$ cat src/rtl/cache_pkg.sv
// Shared definitions for the direct-mapped cache: controller states and
// helpers that size the offset/index/tag fields from the geometry parameters.
package cache_pkg;

    typedef enum logic {
        IDLE = 1'b0,
        FILL = 1'b1
    } cacheState_e;

    // Width of an address field selecting one of n entries; 0 when n == 1.
    function automatic int fieldWidth(input int n);
        return (n > 1) ? $clog2(n) : 0;
    endfunction

    // Storage width for a field that may be zero bits wide.
    function automatic int storeWidth(input int w);
        return (w > 0) ? w : 1;
    endfunction

endpackage

$ cat src/rtl/cache_dm_array.sv
// Tag, valid and data storage for the direct-mapped cache. Combinational
// read port; synchronous word-write and line-set ports. Reset clears valid only.
module cache_dm_array
    import cache_pkg::*;
#(
    parameter int WORD_SIZE  = 16,
    parameter int NUM_LINES  = 4,
    parameter int LINE_WORDS = 4,
    parameter int TAG_BITS   = 12
) (
    input  logic                                        clk,
    input  logic                                        rstN,
    input  logic [storeWidth(fieldWidth(NUM_LINES))-1:0]  rdIndex,
    input  logic [storeWidth(fieldWidth(LINE_WORDS))-1:0] rdOffset,
    output logic                                        rdValid,
    output logic [TAG_BITS-1:0]                         rdTag,
    output logic [WORD_SIZE-1:0]                        rdWord,
    input  logic                                        wordWe,
    input  logic [storeWidth(fieldWidth(NUM_LINES))-1:0]  wordIndex,
    input  logic [storeWidth(fieldWidth(LINE_WORDS))-1:0] wordOffset,
    input  logic [WORD_SIZE-1:0]                        wordData,
    input  logic                                        lineSet,
    input  logic [storeWidth(fieldWidth(NUM_LINES))-1:0]  lineIndex,
    input  logic [TAG_BITS-1:0]                         lineTag
);

    logic [WORD_SIZE-1:0] dataMem [NUM_LINES][LINE_WORDS];
    logic [TAG_BITS-1:0]  tagMem  [NUM_LINES];
    logic [NUM_LINES-1:0] validBits;

    assign rdValid = validBits[rdIndex];
    assign rdTag   = tagMem[rdIndex];
    assign rdWord  = dataMem[rdIndex][rdOffset];

    always_ff @(posedge clk) begin
        if (wordWe) begin
            dataMem[wordIndex][wordOffset] <= wordData;
        end
        if (lineSet) begin
            tagMem[lineIndex] <= lineTag;
        end
    end

    always_ff @(posedge clk or negedge rstN) begin
        if (!rstN) begin
            validBits <= '0;
        end else if (lineSet) begin
            validBits[lineIndex] <= 1'b1;
        end
    end

endmodule

$ cat src/rtl/cache_dm.sv
// Direct-mapped, write-through, no-write-allocate cache between a CPU port
// and slow shared memory, with ready/ack handshakes and access/hit counters.
module cache_dm
    import cache_pkg::*;
#(
    parameter int WORD_SIZE  = 16,
    parameter int NUM_LINES  = 4,
    parameter int LINE_WORDS = 4
) (
    input  logic                 Clk,
    input  logic                 Reset_N,
    input  logic                 readM,
    input  logic                 writeM,
    input  logic [WORD_SIZE-1:0] address,
    input  logic [WORD_SIZE-1:0] wdata,
    output logic [WORD_SIZE-1:0] rdata,
    output logic                 ready,
    output logic                 mem_readM,
    output logic                 mem_writeM,
    output logic [WORD_SIZE-1:0] mem_address,
    output logic [WORD_SIZE-1:0] mem_wdata,
    input  logic [WORD_SIZE-1:0] mem_rdata,
    input  logic                 mem_ack,
    output logic [15:0]          num_access,
    output logic [15:0]          num_hit
);

    localparam int OFF_W    = fieldWidth(LINE_WORDS);
    localparam int IDX_W    = fieldWidth(NUM_LINES);
    localparam int OFF_BITS = storeWidth(OFF_W);
    localparam int IDX_BITS = storeWidth(IDX_W);
    localparam int TAG_BITS = storeWidth(WORD_SIZE - OFF_W - IDX_W);

    localparam logic [WORD_SIZE-1:0] LW_DIV    = WORD_SIZE'(LINE_WORDS);
    localparam logic [WORD_SIZE-1:0] NL_DIV    = WORD_SIZE'(NUM_LINES);
    localparam logic [WORD_SIZE-1:0] SPAN_DIV  = WORD_SIZE'(LINE_WORDS * NUM_LINES);
    localparam logic [OFF_BITS-1:0]  LAST_WORD = OFF_BITS'(LINE_WORDS - 1);

    // Field extraction by division keeps zero-width offset/index fields legal.
    function automatic logic [OFF_BITS-1:0] addrOffset(input logic [WORD_SIZE-1:0] a);
        logic [WORD_SIZE-1:0] t;
        t = a % LW_DIV;
        return t[OFF_BITS-1:0];
    endfunction

    function automatic logic [IDX_BITS-1:0] addrIndex(input logic [WORD_SIZE-1:0] a);
        logic [WORD_SIZE-1:0] t;
        t = (a / LW_DIV) % NL_DIV;
        return t[IDX_BITS-1:0];
    endfunction

    function automatic logic [TAG_BITS-1:0] addrTag(input logic [WORD_SIZE-1:0] a);
        logic [WORD_SIZE-1:0] t;
        t = a / SPAN_DIV;
        return t[TAG_BITS-1:0];
    endfunction

    cacheState_e          state;
    cacheState_e          nextState;
    logic [OFF_BITS-1:0]  wordCnt;
    logic                 missPending;
    logic [WORD_SIZE-1:0] fillBase;

    logic [OFF_BITS-1:0]  cpuOffset;
    logic [IDX_BITS-1:0]  cpuIndex;
    logic [TAG_BITS-1:0]  cpuTag;
    logic [IDX_BITS-1:0]  fillIndex;
    logic [TAG_BITS-1:0]  fillTag;

    logic                 arrValid;
    logic [TAG_BITS-1:0]  arrTag;
    logic [WORD_SIZE-1:0] arrWord;
    logic                 hit;
    logic                 startFill;
    logic                 fillAck;
    logic                 lastWord;
    logic                 wordWe;
    logic                 lineSet;
    logic [IDX_BITS-1:0]  wordIndex;
    logic [OFF_BITS-1:0]  wordOffset;
    logic [WORD_SIZE-1:0] wordData;

    assign cpuOffset = addrOffset(address);
    assign cpuIndex  = addrIndex(address);
    assign cpuTag    = addrTag(address);
    assign fillIndex = addrIndex(fillBase);
    assign fillTag   = addrTag(fillBase);

    assign hit       = arrValid && (arrTag == cpuTag);
    assign startFill = (state == IDLE) && readM && !writeM && !hit;
    assign fillAck   = (state == FILL) && mem_ack;
    assign lastWord  = (wordCnt == LAST_WORD);

    // Fill data and write-hit data share the single word-write port.
    assign wordWe     = fillAck || ((state == IDLE) && writeM && mem_ack && hit);
    assign wordIndex  = (state == FILL) ? fillIndex : cpuIndex;
    assign wordOffset = (state == FILL) ? wordCnt : cpuOffset;
    assign wordData   = (state == FILL) ? mem_rdata : wdata;
    assign lineSet    = fillAck && lastWord;

    cache_dm_array #(
        .WORD_SIZE (WORD_SIZE),
        .NUM_LINES (NUM_LINES),
        .LINE_WORDS(LINE_WORDS),
        .TAG_BITS  (TAG_BITS)
    ) uArray (
        .clk       (Clk),
        .rstN      (Reset_N),
        .rdIndex   (cpuIndex),
        .rdOffset  (cpuOffset),
        .rdValid   (arrValid),
        .rdTag     (arrTag),
        .rdWord    (arrWord),
        .wordWe    (wordWe),
        .wordIndex (wordIndex),
        .wordOffset(wordOffset),
        .wordData  (wordData),
        .lineSet   (lineSet),
        .lineIndex (fillIndex),
        .lineTag   (fillTag)
    );

    always_ff @(posedge Clk or negedge Reset_N) begin
        if (!Reset_N) begin
            state <= IDLE;
        end else begin
            state <= nextState;
        end
    end

    always_comb begin
        nextState = state;
        case (state)
            IDLE: if (startFill) nextState = FILL;
            FILL: if (fillAck && lastWord) nextState = IDLE;
            default: nextState = IDLE;
        endcase
    end

    // Every output is forced low while Reset_N is asserted.
    always_comb begin
        ready       = 1'b0;
        rdata       = '0;
        mem_readM   = 1'b0;
        mem_writeM  = 1'b0;
        mem_address = '0;
        mem_wdata   = '0;
        if (Reset_N) begin
            rdata     = arrWord;
            mem_wdata = wdata;
            case (state)
                IDLE: begin
                    mem_writeM  = writeM;
                    mem_address = address;
                    ready       = writeM ? mem_ack : (readM && hit);
                end
                FILL: begin
                    mem_readM   = 1'b1;
                    mem_address = fillBase + WORD_SIZE'(wordCnt);
                end
                default: ;
            endcase
        end
    end

    always_ff @(posedge Clk or negedge Reset_N) begin
        if (!Reset_N) begin
            wordCnt     <= '0;
            missPending <= 1'b0;
            num_access  <= '0;
            num_hit     <= '0;
        end else begin
            if (startFill) begin
                wordCnt <= '0;
            end else if (fillAck) begin
                wordCnt <= wordCnt + OFF_BITS'(1);
            end
            if (ready) begin
                missPending <= 1'b0;
            end else if (startFill) begin
                missPending <= 1'b1;
            end
            if (ready) begin
                num_access <= num_access + 16'd1;
            end
            if (ready && readM && !missPending) begin
                num_hit <= num_hit + 16'd1;
            end
        end
    end

    // The line base is captured so a fill finishes even if readM drops.
    always_ff @(posedge Clk) begin
        if (startFill) begin
            fillBase <= address - (address % LW_DIV);
        end
    end

endmodule
$ cat config.mk
export PLATFORM = sky130hd
export DESIGN_NAME = cache_dm
export DESIGN_NICKNAME = d
export VERILOG_FILES = /design/src/rtl/cache_pkg.sv /design/src/rtl/cache_dm_array.sv /design/src/rtl/cache_dm.sv
export SDC_FILE = /design/constraint.sdc
export NUM_CORES = 1
export LEC_CHECK = 0
export ABC_AREA = 1
export BUFFER_PORTS_ARGS = -buffer_cell sky130_fd_sc_hd__buf_2
export CELL_PAD_IN_SITES_DETAIL_PLACEMENT = 0
export CELL_PAD_IN_SITES_GLOBAL_PLACEMENT = 2
export CORE_AREA = 2 2 273 194
export DETAILED_ROUTE_END_ITERATION = 7
export DIE_AREA = 0 0 275 196
export GPL_ROUTABILITY_DRIVEN = 0
export PLACE_DENSITY_LB_ADDON = 0.25
export SLEW_MARGIN = 20
export SYNTH_ARGS = -nofsm -noshare
export SYNTH_HDL_FRONTEND = slang
export SYNTH_SLANG_ARGS = --single-unit
$ cat constraint.sdc
create_clock -name Clk -period 3.77 [get_ports Clk]
set_input_delay 0.1885 -clock Clk [delete_from_list [all_inputs] [get_ports Clk]]
set_output_delay 0.1885 -clock Clk [all_outputs]
set_load 0.005 [all_outputs]
* Yosys cells after proc, flatten, opt, wreduce, memory -nomap -nowiden
Memory sizes are Yosys's and may differ from the RTL's.
Cells that the tools add are included.
** Cells by class
- Add/subtract/negate cells :: 5
- $mul :: 0
- Divide/modulo/power cells :: 0
- Magnitude comparators :: 6
- Eq/ne operators :: 2
- Shift-type cells :: 0
- Mux-type cells :: 34
- Bitwise logic cells :: 4
- Reductions and logical operators :: 20
** Operator list (number)
- 16-bit 2-to-1 mux :: 7
- 64-bit 2-to-1 mux :: 1
- 16-bit by 1-bit adder with 16-bit output (second input constant) :: 2
- 16-bit binary-select mux with 2-bit select :: 1
- 16-bit demux with 2-bit select :: 1
- 16-bit one-hot mux with 2 select lines :: 1
- 16-bit by 2-bit adder with 16-bit output :: 1
- 1-bit 2-to-1 mux :: 16
- 16-bit by 2-bit subtractor with 16-bit output :: 1
- 1-bit logical AND :: 14
- 12-bit equality test :: 1
- 2-bit 2-to-1 mux :: 4
- 3-bit greater-or-equal comparator (second input constant) :: 2
- 2-bit by 3-bit less-than comparator with 1-bit output (second input constant) :: 2
- 2-bit NOT with 3-bit output :: 2
- 4-bit bitwise OR :: 1
- 2-bit nonzero test :: 2
- 1-bit logical NOT :: 3
- 3-bit by 1-bit less-than comparator with 1-bit output (second input constant) :: 1
- 2-bit by 1-bit adder with 2-bit output (second input constant) :: 1
- 1-bit binary-select mux with 2-bit select :: 1
- 1-bit demux with 2-bit select :: 1
- 2-bit equality test (second input constant) :: 1
- 2-bit by 1-bit greater-or-equal comparator with 1-bit output (second input constant) :: 1
- other kinds (3) :: 3
** Storage, ports and cells
- Bits in registers :: 56
- Bits in latches :: 0
- Memory bits (writable) :: 304
- Bits in read-only memories :: 0
- Bits of input ports :: 53
- Output and inout bits :: 83
- Word-level logic and storage cells :: 80
- Memories kept :: 2
** Memories
- uArray.dataMem :: words 4, bits a word 64, read ports 1, clocked after memory_dff 0, write ports 1, RTL line cache_dm_array.sv:27 : logic [WORD_SIZE-1:0] dataMem [NUM_LINES][LINE_WORDS];
- uArray.tagMem :: words 4, bits a word 12, read ports 1, clocked after memory_dff 0, write ports 1, RTL line cache_dm_array.sv:28 : logic [TAG_BITS-1:0] tagMem [NUM_LINES];

* Logic depth before layout (Yosys ltp)
Gate-level depths: netlist of run 1.
- Depth in word-level cells :: 9
- Depth in mapped cells :: 17

* Modules after synthesis
Synthesis of run 1 repeated with hierarchy kept, for this count alone.
** Second synthesis, totals
- Cells, all modules :: 1734
- Area total of the unflattened synthesis :: 16473.3 sq um
** By module, submodules not included
- cache_dm_array :: times used 1, cells an instance 1197, area an instance 12952.4 sq um, seq. area each 9228.9 sq um
- cache_dm :: times used 1, cells an instance 537, area an instance 3520.9 sq um, seq. area each 1321.3 sq um

* Least setup slack after synthesis of run 1
Ideal clock, no wire load.
- Path type :: input-to-reg
- Start :: input port address[3]
- End :: memory uArray.dataMem[0][32] in the netlist's numbering, enable pin
- Arrival :: 2.209 ns
- Required time :: 3.382 ns
- Setup slack :: 1.172 ns
- Cell stages on the path :: 13
- Path buffers :: 2
- Cells stage by stage :: clkbuf_2 inv_1 buf_6 nand3_1 nand3_1 nand2_1 nor2_1 nand2_1 nor2_1 nand2_1 o21ai_1 nand3_1 nor2_1
** Between the ends
- Word-level cells in the longest chain between the ends :: 7
** Ends and longest elaborated chain
- from (decl) :: RTL line cache_dm.sv:14 : input logic [WORD_SIZE-1:0] address,
- memory read 4 x 12 bit / 1-bit binary-select mux with 2-bit select (equally long branches)
- 12-bit equality test / 1-bit 2-to-1 mux (equally long branches) :: RTL line cache_dm.sv:89, cache_dm_array.sv:31
- 1-bit logical AND :: RTL line cache_dm.sv:89 : assign hit = arrValid && (arrTag == cpuTag);
- 1-bit logical AND :: RTL line cache_dm.sv:95 : assign wordWe = fillAck || ((state == IDLE) && writeM && mem_ack && hit);
- 1-bit logical OR :: RTL line cache_dm.sv:95
- 1-bit 2-to-1 mux :: RTL line cache_dm_array.sv:36 : if (wordWe) begin
- 64-bit 2-to-1 mux (not written as such) :: RTL line cache_dm_array.sv:37 : dataMem[wordIndex][wordOffset] <= wordData;
- to (decl) :: RTL line cache_dm_array.sv:27
Several ways; a longest one is shown, not always the timed one. The select of a mux whose other input is x is not followed.

* Worst setup path after layout of run 1
- Start :: memory uArray.tagMem[1][8]
- End :: output port ready
** Between the ends
- Word-level cells in the longest chain between the ends :: 7
** Ends and longest elaborated chain
- from (decl) :: RTL line cache_dm_array.sv:28
- memory read 4 x 12 bit
- 12-bit equality test :: RTL line cache_dm.sv:89
- 1-bit logical AND :: RTL line cache_dm.sv:89
- 1-bit logical AND :: RTL line cache_dm.sv:155 : ready = writeM ? mem_ack : (readM && hit);
- 1-bit 2-to-1 mux :: RTL line cache_dm.sv:155
- 1-bit 2-to-1 mux :: RTL line cache_dm.sv:151 : case (state)
- 1-bit 2-to-1 mux :: RTL line cache_dm.sv:148 : if (Reset_N) begin
- to (decl) :: RTL line cache_dm.sv:17 : output logic ready,
Every way passes these cells.

==> metrics.md, run 1 <==
| Metric | Value |
|---|---|
| CTS sink count | `358` |
| Relative slew slack | `36.6%` |
| Final Hold Fails | `0` |
| Synthesis-to-finish area growth | `18.7%` |
| Skew final | `26.2 ps` |
| Placed Area | `0.0168 sq mm` |
| Largest family of logic cells by synthesized area | `simple AND/OR/NAND/NOR gates` |
| Mapped Nets | `1,405` |
| # Max-Cap Violations | `0` |
| # fillers | `5,158` |
| Synthesized-area fraction occupied by and/or/nand/nor cells | `14.6%` |
| Ant. Diodes | `0` |
| Largest net degree at the start of global routing | `129` |
| Adder-Cell Fraction of Synth Area | `0.246%` |
| Tightest Pin Transition | `948 ps` |
| Post-synthesis xor/xnor area fraction | `1.78%` |
| Outcome | `complete, no violations` |
| Crit Path Max Fanout | `19` |
| Pwr per Cell Area | `574 mW/mm^2` |
| HPWL after detailed placement | `27.7 mm` |
| Vias in the first global route | `10,200` |
| Worst hold margin | `45.7 ps` |
| Io pins | `136` |
| Post-synth top cells | `edfxtp_1 (318), nand2_1 (257), nor2_1 (183)` |
| Most used flip-flop cell after synthesis | `edfxtp_1` |
| Multi-input gate area | `0.00417 sq mm` |
| Post-synthesis compound-gate area fraction | `10.3%` |
| FF/Latch Area | `0.0106 sq mm` |
| Setup TNS | `0 ps` |
| Yosys top cell by area | `edfxtp_1` |
| Synth Warn # | `0` |
| Crit. End Element | `output port` |
| Final nets | `1,547` |
| RSZ-0062 raised after global routing | `false` |
| DR pass1 iterations | `5` |
| Port Buffer Count | `135` |
| Routed WL | `44.0 mm` |
| CTS tree | `yes` |
| Clock transition at path regs | `60 ps` |
| VDD IR max | `0.238 mV` |
| Synthesized cell area | `0.0153 sq mm` |
| Initial antenna violation count | `0` |
| GRT Residual Overflow | `0` |
| Hold Crit Class | `input pin to flop` |
| H-tree depth | `2` |
| Synth unique cells | `32` |
| TritonCTS Buffers | `39` |
| Final setup fails | `0` |
| Die Y | `196 um` |
| Final ANT Viol Nets | `0` |
| Synth Area per Inst | `11.3 sq um` |
| FFs w/ async S/R, synth | `11.2%` |
| Count leader, synth | `edfxtp_1` |
| Total GRT Usage | `16.3%` |
| Fin. max-slew vios | `0` |
| Post-synthesis sequential area ratio | `69.1%` |
| Post-synth EDFFs | `318` |
| Initial core utilization | `29.7%` |
| Die area | `0.0539 sq mm` |
| Die width | `275 um` |
| Tcrit/Tclk final | `73.4%` |
| Core area | `0.0515 sq mm` |
| FP Rows | `70` |
| Fmax | `361 MHz` |
| Share of the synthesized area in the top cell type | `62.5%` |
| First-pass GRT wire length | `66.4 mm` |
| Share of layout cells above drive strength 1 | `17.3%` |
| Clock root cell | `clkbuf_16` |
| FF-to-FF setup slack | `1220 ps` |
| Post-synthesis mux area share | `0%` |
| Worst-case clock buffer depth | `3` |
| Initial drt markers | `748` |
| Avg Vias per Cell | `4.80` |
| DRC errors left | `0` |
| Leak pwr | `6.84 nW` |
| Later-pin clock latency in the skew report | `540 ps` |
| Top cells by area, synth | `edfxtp_1 (63%), dfrtp_1 (6.6%), nand2_1 (6.3%)` |
| Startpoint Class | `flop` |
| Required time of the critical path | `3580 ps` |
| Yosys reg bits | `358` |
| Mapped Cells | `1,349` |
| Final min period | `2770 ps` |
| Critical path class | `flop to output port` |
| Wire per inst | `20.0 um` |
| WP data arrival | `2580 ps` |
| Final instance area | `0.0181 sq mm` |
| Via count | `10,600` |
per-layer routing:
layer / vias to the layer above / share of wire, % / wire length (um) / global-route usage [%]
met5: - / 0 / 0 / 0
met4: 0 / 1.6 / 699 / 3.54
met3: 46 / 4.8 / 2130 / 2.69
met2: 259 / 43 / 18900 / 24.0
met1: 5179 / 51 / 22300 / 25.1
li1: 5080 / - / - / -
layout by cell type (no fill, tap or decap), types with 3 or more instances in the layout:
master,n
o22ai_1,18
nor2_2,16
nor3_1,5
buf_4,44
nand3_1,68
ha_1,3
clkinv_1,7
dfrtp_1,40
a21oi_1,26
o21ai_0,147
clkinv_2,7
edfxtp_1,318
clkbuf_16,39
o21ai_2,4
buf_2,133
nor2_1,167
o221ai_1,46
clkbuf_1,10
or2_2,4
dlygate4sd3_1,14
o211ai_1,20
nand2_1,257
nand4_1,20
xnor2_1,14
xor2_1,17
inv_1,54
through the flow:
stage / total power [mW] / setup slack [ps] / std cells / utilization, %
after global placement: 6.91 / 831 / 2120 / 32.6
after floorplan: 6.01 / 1170 / 1349 / -
after global routing: 10.9 / 663 / 2202 / 35.2
after detailed placement: 6.91 / 751 / 2120 / 32.6
after CTS: 10.5 / 894 / 2202 / 35.2
final: 10.4 / 1000 / 2202 / 35.2
worst paths after layout:
| check | start | to | depth (start not counted) |
|---|---|---|---|
| min in group asynchronous | Reset_N | uArray.validBits[1] | 3 |
| max reg2reg | uArray.tagMem[1][8] | uArray.dataMem[2][38] | 13 |
| max in group asynchronous | Reset_N | num_access[10] | 4 |
| max | uArray.tagMem[1][8] | ready | 12 |
| min reg2reg | uArray.validBits[3] | uArray.validBits[3] | 2 |
| min | writeM | state | 4 |
logic make-up (layout without fill, tap and decap cells):
group	count (synthesis)	in the layout
compound gates	263	263
xor+xnor	31	31
fa+ha+maj	3	3
buf+inv	149	318
flops	358	358
simple gates	545	545
state kept, by name (all words and copies together) (netlist names):
register	cells
num_access	16
fillBase	14
wordCnt	2
uArray.tagMem	48
uArray.validBits	4
missPending	1
state	1
uArray.dataMem	256
num_hit	16
report_power, final:
part / switching (mW) / internal, mW / total (mW)
combinational: 1.32 / 0.393 / 1.71
clock: 1.53 / 2.08 / 3.61
sequential: 0.114 / 4.97 / 5.09
total: 2.97 / 7.44 / 10.4
cell type report:
class / count / area share (%)
flip-flops and latches: 358 / 58.2
inverters: 58 / 1.21
multi-input cells: 842 / 23.0
repair buffers: 192 / 6.38
clock buffers: 51 / 5.74
well taps: 684 / 4.72
clock inverters: 17 / 0.739
what timing repair did:
item / in CTS / in global routing
endpoints found under the hold margin: 29 / 0
setup buffers: 0 / 0
gates resized for setup: 0 / 0
hold buffers: 14 / 0
critical path, cell delays in order (launching register included):
cell	delay, ps
edfxtp_1	400
nand2_1	90
nand3_1	90
nand3_1	110
nand2_1	50
nor2_1	110
nand2_1	60
nor2_1	220
nand3_1	170
nand2_4	250
nand2_2	100
inv_2	220
buf_2	160
Note: power is estimated with default switching activity, not from simulation.
==> run 2: changes to the inputs <==
- clock period: 3.77 -> 2.7 ns (I/O delays scaled with it)
==> run 2 against run 1 <==
Net effect:
- non-clock buffer count rose by 50
- first-iteration DRC count rose by 5.2%
- combinational power rose by 49%
- count of clock-buffer cells in the layout fell by 4
- utilization rose by 0.92 points
- sequential power rose by 39%
- wire length rose by 0.57%
- clock skew fell by 4.0 ps
- largest cell class unchanged
==> metrics.md, run 2 (synthesis gave the netlist of run 1 again) <==
| Metric | Value |
|---|---|
| FP Rows | `70` |
| Worst path slowest cell | `buf_4` |
| Leak pwr | `7.11 nW` |
| Critical path class | `input pin to output port` |
| Relative slew slack | `49.3%` |
| Setup ws final | `184 ps` |
| Skew final | `22.2 ps` |
| Die width | `275 um` |
| HPWL after detailed placement | `28.9 mm` |
| CP Cell Sequence | `buf_4, inv_4, buf_4, buf_4, nor2_1, o221ai_1, o211ai_1, a21oi_1, buf_2` |
| Post-route insts no fill | `2,255` |
| Final instance area | `0.0186 sq mm` |
| VDD IR max | `0.409 mV` |
| Worst-case clock buffer depth | `3` |
| # fillers | `5,180` |
| Final nets | `1,597` |
| Die Y | `196 um` |
| CTS sink count | `358` |
| Io pins | `136` |
| Later-pin clock latency in the skew report | `550 ps` |
| Initial drt markers | `787` |
| Startpoint Class | `input pin` |
| GRT met3 Usage | `2.55%` |
| Share of layout cells above drive strength 1 | `19.8%` |
| Comb pwr share | `17.2%` |
| Met1 Usage GRT | `25.3%` |
| Wire per inst | `19.6 um` |
| Tightest Pin Transition | `758 ps` |
| Sw Ratio | `28.4%` |
| Flop pwr share | `48.0%` |
| Ant. Diodes | `0` |
| Most flops, register | `uArray.dataMem` |
| Die area | `0.0539 sq mm` |
| Placement Setup Slack | `40.5 ps` |
| WP data arrival | `2380 ps` |
| Met2 usage | `24.1%` |
| Clock root cell | `clkbuf_16` |
| FF-to-FF setup slack | `280 ps` |
| Synthesis-to-finish area growth | `21.8%` |
| Fin. max-slew vios | `0` |
| NetSw | `4.20 mW` |
| Outcome | `complete, no violations` |
| Final setup fails | `0` |
| Cell mode on critical path | `buf_4` |
| Final Hold Fails | `0` |
| Port Buffer Count | `135` |
| Final min period | `2520 ps` |
| Crit. End Element | `output port` |
| Core area | `0.0515 sq mm` |
| Required time of the critical path | `2570 ps` |
| DR pass1 iterations | `5` |
| Initial core utilization | `29.7%` |
| Most frequent cells in the layout | `edfxtp_1 (318), nand2_1 (257), nor2_1 (166)` |
| Internal | `10.6 mW` |
| TritonCTS Buffers | `39` |
| # Max-Cap Violations | `0` |
| Routed WL | `44.3 mm` |
| Biggest regs | `uArray.dataMem x256, uArray.tagMem x48` |
| Total power | `14.8 mW` |
| Total GRT Usage | `16.4%` |
| Initial antenna violation count | `0` |
| Hold Crit Class | `input pin to asynchronous set/reset pin` |
| Max reg flops | `256` |
| Tcrit/Tclk final | `93.2%` |
| Clock transition at path regs | `60 ps` |
| DRC errors left | `0` |
| GRT Residual Overflow | `0` |
| GRT Max-Usage Layer | `met1` |
| First-pass GRT wire length | `67.5 mm` |
| Slowest stage delay, CP | `530 ps` |
| DP Cell Count | `2,163` |
| Crit Path Max Fanout | `59` |
| Placed Area | `0.0172 sq mm` |
| CTS tree | `yes` |
| Pwr per Cell Area | `796 mW/mm^2` |
| Commonest non-fill, non-tap cell in the layout | `edfxtp_1` |
| Vias in the first global route | `10,600` |
| Largest net degree at the start of global routing | `65` |
| Avg Vias per Cell | `4.74` |
| Final ANT Viol Nets | `0` |
| Clock power frac | `34.8%` |
| H-tree depth | `2` |
| Via count | `10,700` |
| Fmax | `397 MHz` |
==> run 2: changes by cell type in the layout (fill, tap and decap cells not counted), moves of 2 or more <==
| cell | previous run | this run |
|---|---|---|
| buf_12 | 1 | 5 |
| clkbuf_8 | 2 | 0 |
| dlygate4sd3_1 | 14 | 16 |
| clkbuf_1 | 10 | 8 |
| buf_4 | 44 | 88 |
| clkinv_1 | 7 | 12 |
==> run 2: worst max-delay path: cells and delay by family <==
family,cells,cell delay (ps)
and+or+nand+nor,1,120
AOI/OAI and AO/OA,3,810
buffers and inverters,5,1240
==> run 2: timing repair <==
item	CTS	global route
hold buffers	16	0
setup buffers	0	5
endpoints found under the hold margin	54	0
endpoints found under the setup margin	1	11
cloned	0	0
resized for setup	1	3
pin swaps	0	1
==> run 2: stage by stage <==
stage               hold slack, ps  utilization [%]  TNS, ps
detailed placement            75.7             33.4        0
global placement              69.5             33.4     -174
global route                  71.1             36.1    -1.76
floorplan                     -161                -        0
CTS                           38.8             36.0        0
finish                        49.8             36.1        0
==> run 2: final cells by class <==
| cell class | count | area [sq um] | share of cell area, % |
|---|---|---|---|
| clock buffer | 47 | 1010 | 5.41 |
| timing repair buffer | 242 | 1590 | 8.53 |
| inverter | 58 | 225 | 1.21 |
| multi-input combinational | 842 | 4170 | 22.4 |
| tap | 684 | 856 | 4.60 |
| clock inverter | 24 | 203 | 1.09 |
| sequential | 358 | 10600 | 56.7 |
==> run 2: power by group through the flow <==
stage / registers, mW / logic [mW] / clock network [mW]
4_1_cts: 7.10 / 2.60 / 5.28
3_3_place_gp: 7.21 / 2.58 / 0
6_report: 7.10 / 2.55 / 5.15
3_5_place_dp: 7.21 / 2.58 / 0
5_1_grt: 7.14 / 2.84 / 5.50
2_1_floorplan: 7.16 / 1.24 / 0
==> run 2: path summary, 6_finish.rpt <==
kind                                         end  cells after the start           startpoint
max                                    rdata[15]                      9           address[2]
min                               num_access[15]                      2              Reset_N
max reg2reg                uArray.dataMem[0][34]                     15  uArray.tagMem[1][5]
min reg2reg                  uArray.validBits[1]                      2  uArray.validBits[1]
max in group asynchronous          num_access[4]                      3              Reset_N
min in group Clk           uArray.dataMem[2][17]                      4         mem_rdata[1]
==> run 2: routing by layer <==
layer	vias up	routed length [um]
met5	-	0
met4	0	775
met3	58	1880
met1	5203	22500
met2	254	19100
li1	5181	-
